<file path="src/rtl/vanilla_instr_encoder_if.sv">
// Request/response bundle for the vanilla instruction encoder.
//
// Handshake semantics (both directions are strict valid/ready):
//   request : a request transfers on a cycle where v_i & ready_o are both high;
//             op/rd/rs1/rs2/imm are only meaningful on that cycle.
//   response: a word transfers on a cycle where v_o & yumi_i are both high;
//             yumi_i may only be raised while v_o is high, and instr_o/last_o
//             stay stable while v_o is high and yumi_i is low.
// ready_o may depend combinationally on yumi_i (back-to-back throughput).
interface vanilla_instr_encoder_if #(
    parameter int count_width_p = 16
);
    logic                     v_i;
    logic                     ready_o;
    logic [3:0]               op_i;
    logic [4:0]               rd_i;
    logic [4:0]               rs1_i;
    logic [4:0]               rs2_i;
    logic [31:0]              imm_i;
    logic                     v_o;
    logic                     yumi_i;
    logic [31:0]              instr_o;
    logic                     last_o;
    logic                     error_o;
    logic [count_width_p-1:0] count_o;
    logic [1:0]               state_o;   // debug view of the emit FSM

    modport slave (
        input  v_i, op_i, rd_i, rs1_i, rs2_i, imm_i, yumi_i,
        output ready_o, v_o, instr_o, last_o, error_o, count_o, state_o
    );

    modport master (
        output v_i, op_i, rd_i, rs1_i, rs2_i, imm_i, yumi_i,
        input  ready_o, v_o, instr_o, last_o, error_o, count_o, state_o
    );
endinterface

</file>
<file path="src/rtl/vanilla_instr_encoder.sv">
// Field-level request -> RV32IMA instruction word encoder.
// Expands LI into LUI(+ADDI), range-checks immediates, and streams words out
// with a last-word marker. One word is held at a time; the second LI word is
// parked in second_q until the first one is taken.
module vanilla_instr_encoder #(
    parameter bit nop_on_error_p = 1'b0,
    parameter bit amo_aq_p       = 1'b0,
    parameter bit amo_rl_p       = 1'b0,
    parameter int count_width_p  = 16
) (
    input  logic                    clk_i,
    input  logic                    reset_i,
    vanilla_instr_encoder_if.slave  bus
);

    localparam logic [31:0] NOP_WORD   = 32'h0000_0013;
    localparam logic [31:0] FENCE_WORD = 32'h0FF0_000F;

    localparam logic [6:0] OPC_OP     = 7'b0110011;
    localparam logic [6:0] OPC_OPIMM  = 7'b0010011;
    localparam logic [6:0] OPC_LOAD   = 7'b0000011;
    localparam logic [6:0] OPC_STORE  = 7'b0100011;
    localparam logic [6:0] OPC_BRANCH = 7'b1100011;
    localparam logic [6:0] OPC_JAL    = 7'b1101111;
    localparam logic [6:0] OPC_LUI    = 7'b0110111;
    localparam logic [6:0] OPC_AMO    = 7'b0101111;

    typedef enum logic [1:0] {
        IDLE  = 2'd0,
        EMIT1 = 2'd1,
        EMIT2 = 2'd2
    } state_e;

    state_e                   state_q, state_d;
    logic [31:0]              instr_q, instr_d;
    logic [31:0]              second_q, second_d;
    logic                     last_q, last_d;
    logic                     error_q, error_d;
    logic [count_width_p-1:0] count_q, count_d;

    logic        accept;
    logic        fire_out;
    logic        v_out;
    logic        ready;

    logic [31:0] imm;
    logic [4:0]  rd, rs1, rs2;
    logic        in_i12;
    logic        in_b13;
    logic        in_j21;
    logic [31:0] li_hi;

    logic [31:0] enc_w1;
    logic [31:0] enc_w2;
    logic        enc_two;
    logic        enc_err;

    assign imm = bus.imm_i;
    assign rd  = bus.rd_i;
    assign rs1 = bus.rs1_i;
    assign rs2 = bus.rs2_i;

    // Signed immediate windows of the I/S, B and J formats.
    assign in_i12 = ($signed(imm) >= -32'sd2048)    && ($signed(imm) <= 32'sd2047);
    assign in_b13 = ($signed(imm) >= -32'sd4096)    && ($signed(imm) <= 32'sd4094)    && !imm[0];
    assign in_j21 = ($signed(imm) >= -32'sd1048576) && ($signed(imm) <= 32'sd1048574) && !imm[0];

    // Rounded upper part so that LUI hi + sign-extended imm[11:0] == imm.
    assign li_hi = imm + 32'h0000_0800;

    assign v_out    = (state_q != IDLE);
    assign fire_out = v_out && bus.yumi_i;
    assign ready    = (state_q == IDLE) || (v_out && last_q && bus.yumi_i);
    assign accept   = bus.v_i && ready;

    // Encode the presented request into one or two words plus an error flag.
    always_comb begin
        enc_w1  = NOP_WORD;
        enc_w2  = NOP_WORD;
        enc_two = 1'b0;
        enc_err = 1'b0;
        case (bus.op_i)
            4'd0: enc_w1 = {7'b0000000, rs2, rs1, 3'b000, rd, OPC_OP};
            4'd1: begin
                enc_w1  = {imm[11:0], rs1, 3'b000, rd, OPC_OPIMM};
                enc_err = !in_i12;
            end
            4'd2: begin
                enc_w1  = {imm[11:0], rs1, 3'b010, rd, OPC_LOAD};
                enc_err = !in_i12;
            end
            4'd3: begin
                enc_w1  = {imm[11:5], rs2, rs1, 3'b010, imm[4:0], OPC_STORE};
                enc_err = !in_i12;
            end
            4'd4: begin
                enc_w1  = {imm[12], imm[10:5], rs2, rs1, 3'b000, imm[4:1], imm[11], OPC_BRANCH};
                enc_err = !in_b13;
            end
            4'd5: begin
                enc_w1  = {imm[20], imm[10:1], imm[11], imm[19:12], rd, OPC_JAL};
                enc_err = !in_j21;
            end
            4'd6: begin
                enc_w1  = {imm[19:0], rd, OPC_LUI};
                enc_err = (imm[31:20] != 12'd0);
            end
            4'd7: begin
                if (in_i12) begin
                    enc_w1 = {imm[11:0], 5'd0, 3'b000, rd, OPC_OPIMM};
                end else begin
                    enc_w1  = {li_hi[31:12], rd, OPC_LUI};
                    enc_w2  = {imm[11:0], rd, 3'b000, rd, OPC_OPIMM};
                    enc_two = (imm[11:0] != 12'd0);
                end
            end
            4'd8:  enc_w1 = FENCE_WORD;
            4'd9:  enc_w1 = {7'b0000001, rs2, rs1, 3'b000, rd, OPC_OP};
            4'd10: enc_w1 = {5'b00000, amo_aq_p, amo_rl_p, rs2, rs1, 3'b010, rd, OPC_AMO};
            4'd11: enc_w1 = NOP_WORD;
            default: enc_err = 1'b1;
        endcase
    end

    // Next-state: advance the held word, then load a newly accepted request.
    always_comb begin
        state_d  = state_q;
        instr_d  = instr_q;
        second_d = second_q;
        last_d   = last_q;
        error_d  = 1'b0;
        count_d  = count_q;
        if (fire_out) begin
            count_d = count_q + 1'b1;
        end
        if ((state_q == EMIT1) && fire_out && !last_q) begin
            state_d = EMIT2;
            instr_d = second_q;
            last_d  = 1'b1;
        end else if ((state_q == IDLE) || (fire_out && last_q)) begin
            state_d = IDLE;
            last_d  = 1'b0;
            if (accept) begin
                if (enc_err) begin
                    error_d = 1'b1;
                    if (nop_on_error_p) begin
                        state_d = EMIT1;
                        instr_d = NOP_WORD;
                        last_d  = 1'b1;
                    end
                end else begin
                    state_d  = EMIT1;
                    instr_d  = enc_w1;
                    second_d = enc_w2;
                    last_d   = !enc_two;
                end
            end
        end
    end

    // Register all state; reset wins over any in-flight request.
    always_ff @(posedge clk_i) begin
        if (reset_i) begin
            state_q  <= IDLE;
            instr_q  <= 32'd0;
            second_q <= 32'd0;
            last_q   <= 1'b0;
            error_q  <= 1'b0;
            count_q  <= '0;
        end else begin
            state_q  <= state_d;
            instr_q  <= instr_d;
            second_q <= second_d;
            last_q   <= last_d;
            error_q  <= error_d;
            count_q  <= count_d;
        end
    end

    assign bus.ready_o = ready;
    assign bus.v_o     = v_out;
    assign bus.instr_o = instr_q;
    assign bus.last_o  = last_q;
    assign bus.error_o = error_q;
    assign bus.count_o = count_q;
    assign bus.state_o = state_q;

endmodule

</file>
<file path="src/flat_wrapper.sv">
// flat-port wrapper written by rule: the top's interface ports become plain ports
module vanilla_instr_encoder_flat 
#(
    parameter bit nop_on_error_p = 1'b0,
    parameter bit amo_aq_p       = 1'b0,
    parameter bit amo_rl_p       = 1'b0,
    parameter int count_width_p  = 16
)
  (clk_i, reset_i, bus_v_i, bus_op_i, bus_rd_i, bus_rs1_i, bus_rs2_i, bus_imm_i, bus_yumi_i, bus_ready_o, bus_v_o, bus_instr_o, bus_last_o, bus_error_o, bus_count_o, bus_state_o);
  vanilla_instr_encoder_if #(.count_width_p(count_width_p)) bus_i ();
  input  logic clk_i;
  input  logic reset_i;
  input wire logic [$bits(bus_i.v_i)-1:0] bus_v_i;
  input wire logic [$bits(bus_i.op_i)-1:0] bus_op_i;
  input wire logic [$bits(bus_i.rd_i)-1:0] bus_rd_i;
  input wire logic [$bits(bus_i.rs1_i)-1:0] bus_rs1_i;
  input wire logic [$bits(bus_i.rs2_i)-1:0] bus_rs2_i;
  input wire logic [$bits(bus_i.imm_i)-1:0] bus_imm_i;
  input wire logic [$bits(bus_i.yumi_i)-1:0] bus_yumi_i;
  output wire logic [$bits(bus_i.ready_o)-1:0] bus_ready_o;
  output wire logic [$bits(bus_i.v_o)-1:0] bus_v_o;
  output wire logic [$bits(bus_i.instr_o)-1:0] bus_instr_o;
  output wire logic [$bits(bus_i.last_o)-1:0] bus_last_o;
  output wire logic [$bits(bus_i.error_o)-1:0] bus_error_o;
  output wire logic [$bits(bus_i.count_o)-1:0] bus_count_o;
  output wire logic [$bits(bus_i.state_o)-1:0] bus_state_o;
  assign bus_i.v_i = bus_v_i;
  assign bus_i.op_i = bus_op_i;
  assign bus_i.rd_i = bus_rd_i;
  assign bus_i.rs1_i = bus_rs1_i;
  assign bus_i.rs2_i = bus_rs2_i;
  assign bus_i.imm_i = bus_imm_i;
  assign bus_i.yumi_i = bus_yumi_i;
  assign bus_ready_o = bus_i.ready_o;
  assign bus_v_o = bus_i.v_o;
  assign bus_instr_o = bus_i.instr_o;
  assign bus_last_o = bus_i.last_o;
  assign bus_error_o = bus_i.error_o;
  assign bus_count_o = bus_i.count_o;
  assign bus_state_o = bus_i.state_o;
  vanilla_instr_encoder #(.nop_on_error_p(nop_on_error_p), .amo_aq_p(amo_aq_p), .amo_rl_p(amo_rl_p), .count_width_p(count_width_p)) u_core (.clk_i(clk_i), .reset_i(reset_i), .bus(bus_i));
endmodule
</file>
<file path="config.mk">
export PLATFORM = sky130hd
export DESIGN_NAME = vanilla_instr_encoder_flat
export DESIGN_NICKNAME = d
export VERILOG_FILES = /design/src/rtl/vanilla_instr_encoder_if.sv /design/src/rtl/vanilla_instr_encoder.sv /design/src/flat_wrapper.sv
export SDC_FILE = /design/constraint.sdc
export NUM_CORES = 1
export LEC_CHECK = 0
export BUFFER_PORTS_ARGS = -buffer_cell sky130_fd_sc_hd__buf_2
export CAP_MARGIN = 20
export CORE_AREA = 2 2 91 93
export DETAILED_ROUTE_END_ITERATION = 6
export DIE_AREA = 0 0 93 95
export GPL_TIMING_DRIVEN = 0
export PLACE_DENSITY = 0.84
export REMOVE_ABC_BUFFERS = 1
export SYNTH_ARGS = -nofsm -noshare
export SYNTH_HDL_FRONTEND = slang
export SYNTH_SLANG_ARGS = --single-unit
</file>
<file path="constraint.sdc">
create_clock -name clk_i -period 5.8 [get_ports clk_i]
set_clock_uncertainty 0.05 [all_clocks]
set_input_delay 1.45 -clock clk_i [delete_from_list [all_inputs] [get_ports clk_i]]
set_output_delay 1.45 -clock clk_i [all_outputs]
set_load 0.1 [all_outputs]
</file>
; ---- Word-level counts from Yosys, hierarchy flattened
; Index checks and enable logic that the tools add are counted.
[totals]
regBits = 84
latch_bits = 0
mem_bits_rw = 0
rom_bits = 0
out_inout_bits = 54
elab_cells = 85
memories = 0
[op_classes]
add_sub_neg = 2
multipliers = 0
div_mod_pow = 0
n_lt_le_gt_ge = 6
eq_ne = 13
n_shift = 0
muxes = 20
bitwise = 4
n_reduce_logical = 33
[op_table]
columns = operator, n
row1 = 32-bit one-hot mux with 11 select lines, 1
row2 = 32-bit two-way mux, 7
row3 = 32-bit by 12-bit adder with 32-bit output (second input constant), 1
row4 = 32-bit by 12-bit greater-or-equal comparator with 1-bit output (second input constant), 1
row5 = 32-bit by 13-bit greater-or-equal comparator with 1-bit output (second input constant), 1
row6 = 32-bit by 21-bit greater-or-equal comparator with 1-bit output (second input constant), 1
row7 = 32-bit by 12-bit less-or-equal comparator with 1-bit output (second input constant), 1
row8 = 32-bit by 13-bit less-or-equal comparator with 1-bit output (second input constant), 1
row9 = 32-bit by 21-bit less-or-equal comparator with 1-bit output (second input constant), 1
row10 = 12-bit nonzero test, 2
row11 = 16-bit by 1-bit adder with 16-bit output (second input constant), 1
row12 = 4-bit by 3-bit == test with 1-bit output (second input constant), 4
row13 = 4-bit == test (second input constant), 4
row14 = 1-bit logical AND, 12
row15 = 4-bit by 2-bit == test with 1-bit output (second input constant), 2
row16 = 1-bit two-way mux, 8
row17 = 1-bit zero test, 6
row18 = 2-bit two-way mux, 3
row19 = 2-bit nonzero test, 3
row20 = 6-bit OR reduction, 1
row21 = 1-bit one-hot mux with 5 select lines, 1
row22 = 4-bit by 1-bit == test with 1-bit output (second input constant), 1
row23 = 4-bit zero test, 1
row24 = 1-bit NOT, 4
row25 = 9 further kinds, 10

; ---- Logic depth before layout (Yosys ltp)
[logic_depth]
word_depth = 9
ltp_mapped = 10

; ---- Worst setup path before layout
; OpenSTA, ideal clock, no wires.
[synth_timing]
kind = register -> output
from = reg u_core.state_q[1], in the netlist u_core.bus.state_o[1]
to = out bus_ready_o
arrival_time_ns = 2.306
required_ns = 4.300
path_slack_ns = 1.994
path_stages_with_launch = 3
n_path_buf = 0
cell_sequence = dfxtp_1 or2_2 nand2_1
[synth_between]
elab_chain_len = 4
elab_cells_between_ends = 5
classes_between = reduce/logical (5)
[synth_rtl]
columns = item, line_no
row1 = start: declaration, vanilla_instr_encoder.sv:34  ; state_e state_q, state_d;
row2 = start signal: assignment, vanilla_instr_encoder.sv:171  ; state_q <= state_d;
row3 = 2-bit nonzero test, vanilla_instr_encoder.sv:71  ; assign v_out = (state_q != IDLE);
row4 = via bus_v_o, flat_wrapper.sv:21  ; output wire logic [$bits(bus_i.v_o)-1:0] bus_v_o;
row5 = 1-bit logical AND (2 in a row), vanilla_instr_encoder.sv:73  ; assign ready = (state_q == IDLE) || (v_out && last_q && bus.yumi_i);
row6 = 1-bit logical OR, vanilla_instr_encoder.sv:73
row7 = end: declaration, flat_wrapper.sv:20  ; output wire logic [$bits(bus_i.ready_o)-1:0] bus_ready_o;
; The timed path passes the listed nets, and every way through them passes these cells.

; ---- Worst setup path after layout
[layout_timing]
from = in bus_imm_i[11]
to = reg u_core.instr_q[30], in the netlist u_core.bus.instr_o[30]
[layout_between]
elab_chain_len = 8
elab_cells_between_ends = 24
classes_between = add/sub (1) / order compare (6) / eq/ne (1) / mux (7) / reduce/logical (9)
[layout_rtl]
columns = item, line_no
row1 = start: declaration, flat_wrapper.sv:18  ; input wire logic [$bits(bus_i.imm_i)-1:0] bus_imm_i;
row2 = 32-bit by 12-bit greater-or-equal comparator with 1-bit output / 32-bit by 12-bit less-or-equal comparator with 1-bit output (equally long branches), vanilla_instr_encoder.sv:64  ; assign in_i12 = ($signed(imm) >= -32'sd2048) && ($signed(imm) <= 32'sd2047);
row3 = 1-bit logical AND, vanilla_instr_encoder.sv:64
row4 = 32-bit two-way mux, vanilla_instr_encoder.sv:109  ; if (in_i12) begin
row5 = 32-bit one-hot mux with 11 select lines, vanilla_instr_encoder.sv:82  ; case (bus.op_i)
row6 = 32-bit two-way mux, vanilla_instr_encoder.sv:144  ; if (enc_err) begin
row7 = 32-bit two-way mux, vanilla_instr_encoder.sv:143  ; if (accept) begin
row8 = 32-bit two-way mux, vanilla_instr_encoder.sv:140  ; end else if ((state_q == IDLE) || (fire_out && last_q)) begin
row9 = 32-bit two-way mux, vanilla_instr_encoder.sv:136  ; if ((state_q == EMIT1) && fire_out && !last_q) begin
row10 = end signal: assignment, vanilla_instr_encoder.sv:172  ; instr_q <= instr_d;
row11 = end: declaration, vanilla_instr_encoder.sv:35  ; logic [31:0] instr_q, instr_d;
; Several ways; a longest one is shown, not always the timed one. The select of a mux whose other input is x is not followed.
; A chain may end at the register's enable or synchronous reset.

==> key figures <==
Drt
  • 1st-iter DRT viols: 675
  • Wirelength, routed: 14,900 um
  • DR vias/cell: 6.66
  • DRC errors left: 0
  • Drt pass-1 iters: 6
  • Via count: 5,120
  • DR WL/cell: 19.4 um
  • Post-DRT Antenna Nets: 0

Power and ir drop
  • Switching Share: 36.2%
  • Clock network power share: 36.1%
  • Overall Power: 1.29 mW
  • Seq pwr share: 38.5%
  • Pwr Density: 249 nW/um^2
  • VDD IR-drop max: 0.204 mV
  • Gate power share: 25.5%
  • Int Pwr: 0.820 mW
  • Sw power: 0.466 mW
  • Static leakage: 2.09 nW

GRT
  • Antenna violations before repair: 0
  • M2 GR Usage: 53.9%
  • First-pass GRT wire length: 22,700 um
  • Met3 usage: 5.11%
  • Vias in the first global route: 4,406
  • Total track usage: 32.7%
  • Grt met1 use: 42.9%
  • GR Overflow Total: 0
  • GRT Max-Usage Layer: met2
  • Largest net degree at the start of global routing: 43

Timing
  • Fmax: 206 MHz
  • Worst slew pin tran: 1.09 ns
  • Final period utilization: 83.6%
  • Crit path time final: 4.85 ns
  • Final setup vio count: 0
  • Setup TNS after final layout: 0 ns
  • Final Hold Viols: 0
  • RSZ-0062 raised after global routing: false
  • Min setup slack post-route: 0.948 ns
  • Max_slew headroom: 27.2%
  • Min Hold Slack: 0.403 ns
  • Max-slew violations: 0

Floorplan
  • Core area: 7930 um^2
  • Die width: 93 um
  • Starting density of the core: 55.5%
  • Io pins: 109
  • Rows: 33
  • Die area: 8840 um^2
  • Die Height: 95 um

Layout
  • Nets: 718
  • P&R area growth vs syn: 17.6%
  • Fin area: 5180 um^2
  • Share of cells above drive strength 1: 21.2%
  • Non-filler cells, final: 769
  • Final design utilization: 65.3%
  • N_diodes: 0

CTS
  • TritonCTS Buffers: 9
  • # H-tree levels: 3
  • Clock Sinks: 69
  • CTS max path bufs: 2
  • CTS resizes: 0
  • CTS tree: done
  • Post-CTS Setup Inserts: 0
  • Reg clk slew, reported paths: 0.08 ns
  • Root buffer cell: clkbuf_8
  • Later-pin clock latency in the skew report: 0.36 ns
  • Hold-fix buffers at CTS: 0

Yosys
  • Ranking of synthesized cells by area: dfxtp_1 31%, a21oi_1 6.8%, a221o_1 5.5%
  • Commonest cells post-synth: 69 x dfxtp_1, 60 x a21oi_1, 56 x nor2_1
  • Cell Area, Synth: 4400 um^2
  • Avg Cell Area, Syn: 7.59 um^2
  • Cell variety after synth: 60
  • Synth Flop Type: dfxtp_1
  • Area share of the largest cell type after synthesis: 31.4%
  • Area leader, netlist: dfxtp_1
  • Post-Syn Instances: 580
  • Sequential share of the synthesized area: 31.4%
  • Async SR Flop Fraction: 0%
  • Seq cells post-synth: 69
  • Post-synth EDFFs: 0
  • Syn. warnings: 0
  • Count leader, synth: dfxtp_1

Placement
  • Input/output buffers: 108
  • Post-Place Worst Slack: 0.732 ns
  • GP Congestion: 0.953
  • HPWL Detailed: 10,300 um
  • Placed cells: 751
  • Area of placed instances: 4910 um^2

Worst setup path
  • Critical Path Source Type: primary input
  • WS Path Type: primary input to register
  • CP Capture Type: register
  • Worst path required time: 5.98 ns
  • CP Launch Point: bus_imm_i[11]
  • Crit Path Max Fanout: 28
  • Reg2Reg Launch Point: u_core.bus.state_o[1]$_SDFFE_PP0P_
  • Critical Path AT: 5.04 ns

Outcome
  • Outcome: finished clean

Run
  • Count of max-cap constraint violations: 0

Hold path
  • Hold WC Path Type: register to register
  • HP Start: u_core.second_q[28]$_SDFFE_PP0P_
==> cell type report <==
type | instances | area, um^2
clock buffer | 10 | 138
clock inverter | 6 | 93.8
inverter | 13 | 48.8
tap | 105 | 131
timing repair buffer | 113 | 607
multi-input combinational | 453 | 2780
fill | 757 | 2750
sequential | 69 | 1380
==> per-layer routing <==
| metal | vias up | share of wire, % | wire [um] |
|---|---|---|---|
| met3 | 51 | 9.9 | 1480 |
| met2 | 351 | 47 | 6990 |
| met1 | 2384 | 40 | 6000 |
| met5 | - | 0 | 0 |
| li1 | 2334 | - | - |
| met4 | 0 | 3.0 | 452 |
==> power by group through the flow <==
stage | Sequential [mW] | Clock, mW | Combinational [mW]
CTS | 0.495 | 0.467 | 0.319
detailed placement | 0.506 | 0 | 0.318
global route | 0.497 | 0.487 | 0.344
global placement | 0.505 | 0 | 0.313
finish | 0.495 | 0.464 | 0.328
floorplan | 0.599 | 0 | 0.117
==> sequential cells by signal, summed over array words and instances (netlist names) <==
name,count
u_core.bus.count_o,16
u_core.bus.error_o,1
u_core.bus.instr_o,31
u_core.bus.last_o,1
u_core.bus.state_o,2
u_core.second_q,18
==> worst paths after layout <==
path                                    endpoint  slack, ns  cells past startpoint
min             u_core.second_q[28]$_SDFFE_PP0P_       0.40                      2
min reg2reg     u_core.second_q[28]$_SDFFE_PP0P_       0.40                      2
max          u_core.bus.instr_o[30]$_SDFFE_PP0P_       0.95                      9
max reg2reg  u_core.bus.instr_o[30]$_SDFFE_PP0P_       2.75                      7
==> cell families (layout without fill, tap and decap cells) <==
logic type / Yosys count / count (layout) / synth area share (%)
flops: 69 / 69 / 31.4
fa+ha+maj: 4 / 4 / 1.14
compound gates: 175 / 175 / 27.4
simple gates: 240 / 240 / 27.5
xor+xnor: 32 / 32 / 6.37
mux: 2 / 2 / 0.455
buf+inv: 58 / 142 / 5.74
==> worst max-delay path, stage by stage <==
cell,delay [ns]
buf_2,0.27
ha_1,0.26
nand4_1,0.37
o311ai_0,0.61
o41ai_1,0.14
nor3_2,0.21
and3_1,0.93
nor2_4,0.35
a221o_1,0.45
==> cells in the final DEF (no fill, tap or decap), types with 12 or more instances in the layout <==
cell type / netlist / final
xor2_1: 20 / 20
inv_1: 12 / 12
nand3_1: 42 / 42
and3_1: 12 / 12
xnor2_1: 12 / 12
nor2_1: 56 / 55
nand2_1: 54 / 54
dfxtp_1: 69 / 69
a22oi_1: 12 / 12
nor3_1: 16 / 15
a21oi_1: 60 / 60
a221o_1: 24 / 24
o21ai_0: 22 / 22
buf_2: 10 / 109
Power figures use the tool's default switching activity.
